[config.mk]
export PLATFORM = sky130hd
export DESIGN_NAME = wb_burst_reader
export DESIGN_NICKNAME = d
export VERILOG_FILES = /design/src/rtl/wb_burst_reader.sv
export SDC_FILE = /design/constraint.sdc
export NUM_CORES = 1
export LEC_CHECK = 0
export ABC_CLOCK_PERIOD_IN_PS = 9550
export CAP_MARGIN = 20
export CORE_MARGIN = 10
export CORE_UTILIZATION = 50
export DETAILED_ROUTE_END_ITERATION = 10
export HOLD_SLACK_MARGIN = 0.06
export PLACE_DENSITY = 0.64
export SLEW_MARGIN = 5
export SYNTH_ARGS = -nofsm -noshare
export SYNTH_HDL_FRONTEND = slang
export SYNTH_SLANG_ARGS = --single-unit
[constraint.sdc]
create_clock -name wb_clk_i -period 9.55 [get_ports wb_clk_i]
set_clock_uncertainty 0.1 [all_clocks]
set_input_delay 2.3875 -clock wb_clk_i [delete_from_list [all_inputs] [get_ports wb_clk_i]]
set_output_delay 2.3875 -clock wb_clk_i [all_outputs]
set_load 0.01 [all_outputs]
[src/rtl/wb_burst_reader.sv]
// Wishbone B3 incrementing-burst read master that streams fetched words out through a FIFO.
// Optional bus-error abort is enabled by defining WB_BURST_READER_ERR_EN.
module wb_burst_reader #(
    parameter int unsigned ADDR  = 9,
    parameter int unsigned WIDTH = 32,
    parameter int unsigned BURST = 4,
    parameter int unsigned FLOG2 = 4
) (
    input  logic               wb_clk_i,
    input  logic               wb_rst_i,
    input  logic               start_i,
    input  logic [ADDR-1:0]    base_i,
    input  logic [ADDR:0]      count_i,
    output logic               busy_o,
    output logic               done_o,
    output logic               err_o,
    output logic               wb_cyc_o,
    output logic               wb_stb_o,
    output logic               wb_we_o,
    output logic [2:0]         wb_cti_o,
    output logic [1:0]         wb_bte_o,
    output logic [ADDR-1:0]    wb_adr_o,
    output logic [WIDTH/8-1:0] wb_sel_o,
    input  logic               wb_ack_i,
    input  logic               wb_err_i,
    input  logic [WIDTH-1:0]   wb_dat_i,
    output logic [WIDTH-1:0]   data_o,
    output logic               valid_o,
    input  logic               ready_i
);
    localparam int unsigned RW    = ADDR + 1;
    localparam int unsigned BLW   = $clog2(BURST + 1);
    localparam int unsigned DEPTH = 1 << FLOG2;
    localparam int unsigned LW    = FLOG2 + 1;

    typedef enum logic [1:0] {S_IDLE, S_WAIT, S_BURST, S_DONE} state_t;
    state_t state, state_d;

    logic [RW-1:0]    remaining;
    logic [BLW-1:0]   beats_left, beats_d, burst_n;
    logic [LW-1:0]    level, level_d;
    logic [FLOG2-1:0] wr_ptr, rd_ptr;
    logic [WIDTH-1:0] mem [DEPTH];
    logic             bus_err, ack_hit, last_beat, room, push, pop;
    logic             cyc_d, busy_d, done_d;
    logic [2:0]       cti_d;

    assign wb_we_o  = 1'b0;
    assign wb_bte_o = 2'b00;
    assign wb_sel_o = '1;

`ifdef WB_BURST_READER_ERR_EN
    assign bus_err = (state == S_BURST) && wb_err_i;
`else
    logic unused_err;
    assign unused_err = wb_err_i;
    assign bus_err    = 1'b0;
`endif

    assign ack_hit   = (state == S_BURST) && wb_ack_i && !bus_err;
    assign last_beat = (beats_left == BLW'(1));
    assign burst_n   = (remaining >= RW'(BURST)) ? BLW'(BURST) : BLW'(remaining);
    // Free space uses the registered level only, so a whole burst always fits.
    assign room      = (LW'(DEPTH) - level) >= LW'(burst_n);
    assign push      = ack_hit;
    assign pop       = valid_o && ready_i;
    assign data_o    = mem[rd_ptr];

    always_ff @(posedge wb_clk_i) begin
        if (wb_rst_i) state <= S_IDLE;
        else          state <= state_d;
    end

    always_comb begin
        state_d = state;
        case (state)
            S_IDLE:  if (start_i) state_d = (count_i == '0) ? S_DONE : S_WAIT;
            S_WAIT:  if (room) state_d = S_BURST;
            S_BURST: begin
                if (bus_err)                    state_d = S_DONE;
                else if (ack_hit && last_beat)  state_d = (remaining == RW'(1)) ? S_DONE : S_WAIT;
            end
            S_DONE:  state_d = S_IDLE;
            default: state_d = S_IDLE;
        endcase
    end

    always_comb begin
        beats_d = beats_left;
        if (state == S_WAIT && room) beats_d = burst_n;
        else if (ack_hit)            beats_d = beats_left - BLW'(1);
    end

    always_comb begin
        cyc_d  = (state_d == S_BURST);
        busy_d = (state_d == S_WAIT) || (state_d == S_BURST);
        done_d = (state_d == S_DONE);
        cti_d  = 3'b000;
        if (state_d == S_BURST) cti_d = (beats_d == BLW'(1)) ? 3'b111 : 3'b010;
    end

    always_ff @(posedge wb_clk_i) begin
        if (wb_rst_i) begin
            wb_cyc_o <= 1'b0;
            wb_stb_o <= 1'b0;
            busy_o   <= 1'b0;
            done_o   <= 1'b0;
            wb_cti_o <= 3'b000;
        end else begin
            wb_cyc_o <= cyc_d;
            wb_stb_o <= cyc_d;
            busy_o   <= busy_d;
            done_o   <= done_d;
            wb_cti_o <= cti_d;
        end
    end

    // Transfer bookkeeping: address, words outstanding, beats in current burst, sticky error.
    always_ff @(posedge wb_clk_i) begin
        if (wb_rst_i) begin
            wb_adr_o   <= '0;
            remaining  <= '0;
            beats_left <= '0;
            err_o      <= 1'b0;
        end else begin
            beats_left <= beats_d;
            if (state == S_IDLE && start_i) begin
                wb_adr_o  <= base_i;
                remaining <= count_i;
                err_o     <= 1'b0;
            end else if (ack_hit) begin
                wb_adr_o  <= wb_adr_o + ADDR'(1);
                remaining <= remaining - RW'(1);
            end
            if (bus_err) err_o <= 1'b1;
        end
    end

    always_comb level_d = level + LW'(push) - LW'(pop);

    always_ff @(posedge wb_clk_i) begin
        if (wb_rst_i) begin
            wr_ptr  <= '0;
            rd_ptr  <= '0;
            level   <= '0;
            valid_o <= 1'b0;
        end else begin
            if (push) wr_ptr <= wr_ptr + FLOG2'(1);
            if (pop)  rd_ptr <= rd_ptr + FLOG2'(1);
            level   <= level_d;
            valid_o <= (level_d != '0);
        end
    end

    always_ff @(posedge wb_clk_i) begin
        if (push) mem[wr_ptr] <= wb_dat_i;
    end

    a_no_overflow: assert property (@(posedge wb_clk_i) disable iff (wb_rst_i)
        !(push && level == LW'(DEPTH)));

endmodule

After elaboration in Yosys (flattened, before gate mapping)
Memories as Yosys holds them, arrays and structs flattened. A register that Yosys moved wholly into a read port is not among the register bits. Cells that the tools add are included. Widths: inputs -> output; s select.

Add/subtract/negate cells: 8. Magnitude comparators: 2. Equal/unequal tests: 9. Muxes and demuxes: 18. Bitwise gates (word level): 1. Reduce and logical (&&, ||, !) cells: 11.

Operators by type and width (count): $mux 10 (2); $mux 9 (2); $mux 3 (4); $eq 10x1->1 const B (1); $ge 10x3->1 const B (1); $logic_not 10->1 (1); $mux 2 (5); $sub 10x1->10 const B (1); $add 9x1->9 const B (1); $add 4x1->4 const B (2); $eq 2x2->1 const B (4); $mux 4 (2); $pmux 2 s4 (1); $eq 3x1->1 const B (2); $add 5x1->5 (1); $ge 5x3->1 (1); $logic_and 1x1->1 (5); $reduce_bool 5->1 (1); $sub 5x1->5 (1); $sub 5x5->5 const A (1); $eq 2x1->1 const B (2); $sub 3x1->3 const B (1); $logic_not 2->1 (1); $mux 1 (2); other kinds (4) (4).

Register bits after elaboration: 44. Memory bits (writable): 512. Bits of input ports: 57. Logic and storage cells: 62. Memories: 1.

Memories: mem (words 16, bits a word 32, read ports 1, clocked after Yosys merged registers in 1, write ports 1, line 43) `logic [WIDTH-1:0] mem [DEPTH];`.

Logic depth before layout (Yosys ltp)
Gate-level depths: netlist of run 1.

Depth in word-level cells: 8. Depth in mapped cells: 13. Gate-level depth less buffers: 12.

Worst setup path before layout of run 1
No wires, ideal clock.

Path type: input -> register. Start: input wb_ack_i. End: memory mem[2][0] (enable). Arrival: 5.428 ns. Required time: 8.989 ns. Path slack: 3.561 ns. Stages on the path: 5. Path buffers: 2. Path through: and3b_1 > buf_2 > buf_1 > nand2_1 > nor3_1.

Longest elaborated chain between the ends: 3.

RTL lines: start: declaration (line 24) `input logic wb_ack_i,`; $logic_and 1x1->1 (line 60) `assign ack_hit = (state == S_BURST) && wb_ack_i && !bus_err;`; $mux 1 (line 156) `if (push) mem[wr_ptr] <= wb_dat_i;`; $mux 1 (implied by the code) (line 156); end: declaration (line 43).

Every way passes these cells.

==> impl_metrics.ini, run 1 <==
[logic_synthesis]
syn_area_um2 = 21800
syn_inst = 1032
synth-seq-cells = 559
ys_seq_area_share_pct = 74.7
synth_xor_area_share_pct = 0.521
synth_compound_area_share_pct = 1.90
syn_avg_cell_area_um2 = 21.2
async_flop_share_pct = 0
synthAdderAreaFrac_pct = 1.47
synth-simple-area-share_pct = 2.95
ys_warn_count = 0
synth-edff-count = 512
synth-main-ff-cell = edfxtp_1
synth_top_family_by_area = multiplexers
muxShareOfSynthArea_pct = 16.7
yosysUniqueCellTypes = 56

[floorplanning]
die_area_um2 = 52400
die_w_um = 229
die_y_um = 229
num_io_pins = 114
rows = 76
core_area_um2 = 43200
start_util_pct = 50.6

[critical_path]
timing.rr.end = wb_cti_o[0]$_SDFF_PP0_
cp.required_ps = 7060
slowest_stage = dfxtp_4
path_buf_inv = 2
critPathMaxFanout = 84
crit_cells = 4
cpMostUsedCell = mux4_2
crit_family = buffers and inverters
cpPeakStageDelay_ps = 960
startpoint_type = flop
path_cells = buf_12 -> mux4_2 -> mux4_2 -> clkdlybuf4s50_1
worstPathArrival_ps = 3860
critical_path_class = flop to output port
r2r_slack_ps = 5530
r2r_start = remaining[4]$_SDFFE_PP0P_
worstRegToRegCells = 12
cp-end-kind = output port

[timing]
rsz0062_at_grt = no
relSlewSlack_pct = 32.1
setup-tns-final_ps = 0
finalSetupViolCount = 0
hold_violations = 0
min_period_over_period_pct = 66.5
min_period_ps = 6350
max_freq_mhz = 158
slew_violations = 0
worst_slew_pin_slew_ps = 1020

[pwr]
ir_worst_vdd_v = 0.000156
powerDensity_nw_per_um2 = 233
switchingPower_mw = 1.41
clkPwrFrac_pct = 36.1
p_int_mw = 4.52
leakage_nw = 7.87
pwr-share-seq_pct = 47.9
swShare_pct = 23.8
pwr-share-comb_pct = 15.9

[place]
hpwl_mm = 24.3
post_dp_cell_area_um2 = 23700
place_congestion = 0.755
port_buffers = 104

[routing]
ant_nets = 0
post_drt_wl_per_cell_um = 25.1
drtIter0Drc = 912
first_pass_iters = 4
dr_total_vias = 10348
routed_via_density = 5.76
drc = 0
wirelength_mm = 45.1

[layout]
nFillCells = 3176
nNetsFinal = 1246
syn_to_final_growth_pct = 16.6
design_area_um2 = 25500
drive_above_1_share_pct = 24.2
multiInputGateArea_um2 = 5290
seqCellArea_um2 = 16300

[hold_path]
worstHoldEndpoint = remaining[7]$_SDFFE_PP0P_
min_from = remaining[7]$_SDFFE_PP0P_
hp-class = flop to flop
hold_depth = 2

[cts]
cts.sinks = 559
cts_inserted_buffers = 56
cts-resized-gates = 0
ctsLongestPathBuffers = 3
clkSlewWorstSetupHoldPaths_ps = 60
post_cts_buffers = 0
clk_latency_ps = 590
cts_root_buffer = clkbuf_16
holdBufCountCts = 0
cts_tree = yes
htreeDepth = 2

[grt]
grt_max_degree = 85
grt.met3_usage_pct = 3.29
grt_use_total_pct = 17.3
grt_pass1_wl_mm = 68.4
grtUsageMet1_pct = 23.6
antenna_found_initial = 2
grt-busiest-layer = met2
grt.met2_usage_pct = 27.9
grt_pass1_vias = 10860
overflow = 0

[run_status]
status = finished clean

[flow_run]
cap_violations = 0
[stage by stage]
stage	power, mW	cells	utilization [%]	hold slack, ps	worst slack [ps]
global route	6.18	1795	59.0	423	2910
floorplan	3.53	1038	-	359	3560
finish	5.93	1796	59.0	399	3200
CTS	6.00	1795	59.0	403	2980
detailed placement	3.85	1691	54.8	393	3640
global placement	3.84	1691	54.8	380	3620
[cell usage in the layout (no fill, tap or decap), drive strengths merged, types with 2 or more instances in the layout]
master	synthesis	routed
edfxtp	512	512
mux4	160	160
clkdlybuf4s50	0	104
clkbuf	28	71
dfxtp	47	47
nor2	43	43
buf	33	25
ha	24	24
clkinv	1	24
inv	19	22
nand2	21	21
a21oi	15	15
a31oi	11	11
o21ai	10	10
nand3	10	10
xnor2	8	8
conb	2	8
nor2b	6	6
nand4	6	6
bufinv	0	6
nor3	6	6
or3	6	6
xor2	5	5
o211ai	4	4
a22oi	4	4
mux2i	4	4
and2	4	4
or4	4	4
or2	3	3
a221oi	3	3
nor4	3	3
nand2b	3	3
o311ai	2	2
nand3b	2	2
o21bai	2	2
and4	2	2
and3	2	2
a32oi	2	2
[per-layer routing]
metal | vias up | wire length (um)
li1 | 4524 | -
met2 | 265 | 22600
met5 | - | 13
met1 | 5491 | 19300
met3 | 66 | 2290
met4 | 2 | 851
[power groups by stage]
| stage | Sequential (mW) | Combinational (mW) | Clock [mW] |
|---|---|---|---|
| final | 2.84 | 0.944 | 2.14 |
| after global placement | 2.89 | 0.948 | 0 |
| after floorplan | 2.84 | 0.691 | 0 |
| after CTS | 2.85 | 0.964 | 2.19 |
| after global routing | 2.86 | 1.03 | 2.29 |
| after detailed placement | 2.90 | 0.956 | 0 |
[cells by family after synthesis]
family / after synthesis
adders and majority gates: 25
other: 2
muxes: 165
DFF: 559
and+or+nand+nor: 125
AOI/OAI and AO/OA: 62
buffers and inverters: 81
xor gates and xnor gates: 13
[final cells by class]
cell class                      count  share of cell area, %
Clock inverter                     33                   1.22
Inverter                           20                  0.295
Clock buffer                       71                   5.81
Timing Repair Buffer              129                   4.87
Multi-Input combinational cell    398                   20.8
Sequential cell                   559                   64.1
Tap cell                          585                   2.87
Antenna cell                        1                0.00983
[synth_stat cells (4+ instances only)]
library cell / count / share of area (%)
buf_4: 11 / 0.38
a31oi_1: 11 / 0.32
dfxtp_1: 47 / 4.3
nand4_1: 6 / 0.17
inv_1: 19 / 0.33
nor2b_1: 6 / 0.17
a21oi_1: 15 / 0.34
nor2_1: 43 / 0.74
o211ai_1: 4 / 0.14
xnor2_1: 8 / 0.32
o21ai_0: 10 / 0.23
mux2i_1: 4 / 0.18
nand2_1: 21 / 0.36
mux4_2: 160 / 17
buf_2: 16 / 0.37
clkbuf_1: 28 / 0.48
ha_1: 24 / 1.4
edfxtp_1: 512 / 70
buf_1: 6 / 0.10
a22oi_1: 4 / 0.14
nand3_1: 10 / 0.23
nor3_1: 6 / 0.14
xor2_1: 5 / 0.20
[worst max-delay path by stage]
stage	slack (ps)	from	to
floorplan	3560	wb_ack_i	mem[2][0]$_DFFE_PP_
global placement	3620	flop	data_o[31]
detailed placement	3640	flop	data_o[31]
CTS	2980	flop	data_o[31]
global route	2910	flop	data_o[31]
finish	3200	flop	data_o[21]
[sequential cells by signal, indices dropped and copies added (netlist names), 2 cells and up, named ones only]
name        cells
beats_left      3
state           2
wb_cti_o        2
mem           512
rd_ptr          4
remaining      10
level           5
wr_ptr          4
wb_adr_o        9
[worst min-delay path: stages, from the launching register on]
cell      delay [ps]
dfxtp_1          310
o211ai_1          80
a21oi_1           60
No activity file was read; power rests on OpenSTA's default activity.
==> run 2: changes to the inputs <==
Settings changed: ABC_CLOCK_PERIOD_IN_PS 9550 to 6000.
Clock period 9.55 ns to 6 ns, I/O delays scaled along.
==> impl_metrics.ini, run 2 (synthesis gave the netlist of run 1 again) <==
[run_status]
status = finished clean

[place]
port_buffers = 104
dp_slack_ps = 1520
hpwl_mm = 26.1
place_congestion = 0.763
dpl.cell_count = 1708

[routing]
dr_total_vias = 10359
drc = 0
routed_via_density = 5.70
drtIter0Drc = 769
post_drt_wl_per_cell_um = 24.6
first_pass_iters = 5
ant_nets = 0
wirelength_mm = 44.7

[hold_path]
min_from = remaining[7]$_SDFFE_PP0P_
worstHoldEndpoint = remaining[7]$_SDFFE_PP0P_
hold_depth = 2
hp-class = flop to flop

[layout]
nNetsFinal = 1264
instances_no_fill = 1817
top_regs = mem x512, remaining x10, wb_adr_o x9
final_common_cell = edfxtp_1
top_register = mem
largest_reg_flops = 512
syn_to_final_growth_pct = 18.1
drive_above_1_share_pct = 26.6
layout_common_cells = edfxtp_1 (512), mux4_2 (160), clkdlybuf4s50_1 (104)

[critical_path]
startpoint_type = flop
cp.required_ps = 4400
critical_path_class = flop to output port
timing.rr.end = wb_cti_o[0]$_SDFF_PP0_
worstRegToRegCells = 12
critPathMaxFanout = 32
r2r_slack_ps = 1960
r2r_start = remaining[4]$_SDFFE_PP0P_
worstPathArrival_ps = 3440
cp-end-kind = output port

[floorplanning]
num_io_pins = 114
start_util_pct = 50.6
core_area_um2 = 43200
die_w_um = 229
rows = 76
die_y_um = 229
die_area_um2 = 52400

[timing]
finalSetupViolCount = 0
relSlewSlack_pct = 38.4
worst_slew_pin_slew_ps = 921
min_period_over_period_pct = 84.0
max_freq_mhz = 198
setup-tns-final_ps = 0
min_period_ps = 5040
slew_violations = 0
setup_slack_ps = 957
hold_violations = 0
rsz0062_at_grt = no

[cts]
htreeDepth = 2
cts.sinks = 559
clkSlewWorstSetupHoldPaths_ps = 60
holdBufCountCts = 0
cts_inserted_buffers = 57
cts_root_buffer = clkbuf_16
clk_latency_ps = 610
post_cts_buffers = 0
ctsLongestPathBuffers = 3
cts_tree = yes
cts-resized-gates = 0

[pwr]
powerDensity_nw_per_um2 = 377
ir_worst_vdd_v = 0.000322
leakage_nw = 8.07

[grt]
grt_pass1_wl_mm = 68.2
grt_pass1_vias = 10818
grt_max_degree = 58
grt_use_total_pct = 17.1
antenna_found_initial = 2
overflow = 0

[flow_run]
cap_violations = 0
==> run 2: changes by cell type in the layout (fill, tap and decap cells not counted) <==
cell / delta
buf_12: +2
clkinv_2: +7
buf_4: +15
clkbuf_8: +1
clkinvlp_2: -1
bufinv_16: +4
inv_6: +2
inv_16: +1
clkinv_1: -7
clkinvlp_4: +3
clkinv_4: +1
clkbuf_1: -7
==> run 2: final cells by class <==
cell class | count | area, um2
clock inverter | 43 | 504
inverter | 20 | 75.1
fill | 3126 | 17400
tap | 585 | 732
antenna | 1 | 2.50
multi-input combinational | 398 | 5290
sequential | 559 | 16300
clock buffer | 65 | 1470
timing repair buffer | 146 | 1390
==> run 2: layer usage <==
metal | vias to the layer above | part of all wire (%) | global-route usage [%]
li1 | 4571 | - | -
met1 | 5469 | 43 | 23.9
met2 | 270 | 49 | 27.2
met3 | 47 | 6.1 | 3.76
met4 | 2 | 1.5 | 4.24
met5 | - | 0.045 | 0
==> run 2: through the flow <==
| step | hold slack [ps] | utilization (%) | area (um2) | power [mW] |
|---|---|---|---|---|
| 5_1_grt | 429 | 59.7 | 25800 | 10.1 |
| 2_1_floorplan | 359 | - | 21900 | 5.62 |
| 6_report | 384 | 59.7 | 25800 | 9.73 |
| 3_5_place_dp | 383 | 55.2 | 23800 | 6.15 |
| 3_3_place_gp | 381 | 55.2 | 23800 | 6.14 |
| 4_1_cts | 390 | 59.7 | 25800 | 9.85 |
==> run 2: report_power, final <==
part / switching (mW) / leakage, nW / internal [mW]
logic: 0.700 / 2.10 / 0.844
registers: 0.136 / 4.99 / 4.36
clock network: 1.49 / 0.971 / 2.20
total: 2.32 / 8.07 / 7.41
==> run 2: critical path, cell delays in order (launching register included) <==
cell,delay (ps)
dfxtp_4,790
buf_4,410
mux4_2,560
mux4_2,520
clkdlybuf4s50_1,520
==> run 2: worst max path at each step <==
stage              from                    to  slack (ps)  cells after the start
2_1_floorplan  wb_ack_i   mem[2][0]$_DFFE_PP_         900                      5
3_3_place_gp       flop            data_o[31]        1500                      4
3_5_place_dp   wb_ack_i  mem[7][23]$_DFFE_PP_        1520                      6
4_1_cts            flop            data_o[31]         850                      4
5_1_grt            flop             data_o[1]         770                      4
6_report           flop             data_o[4]         960                      4
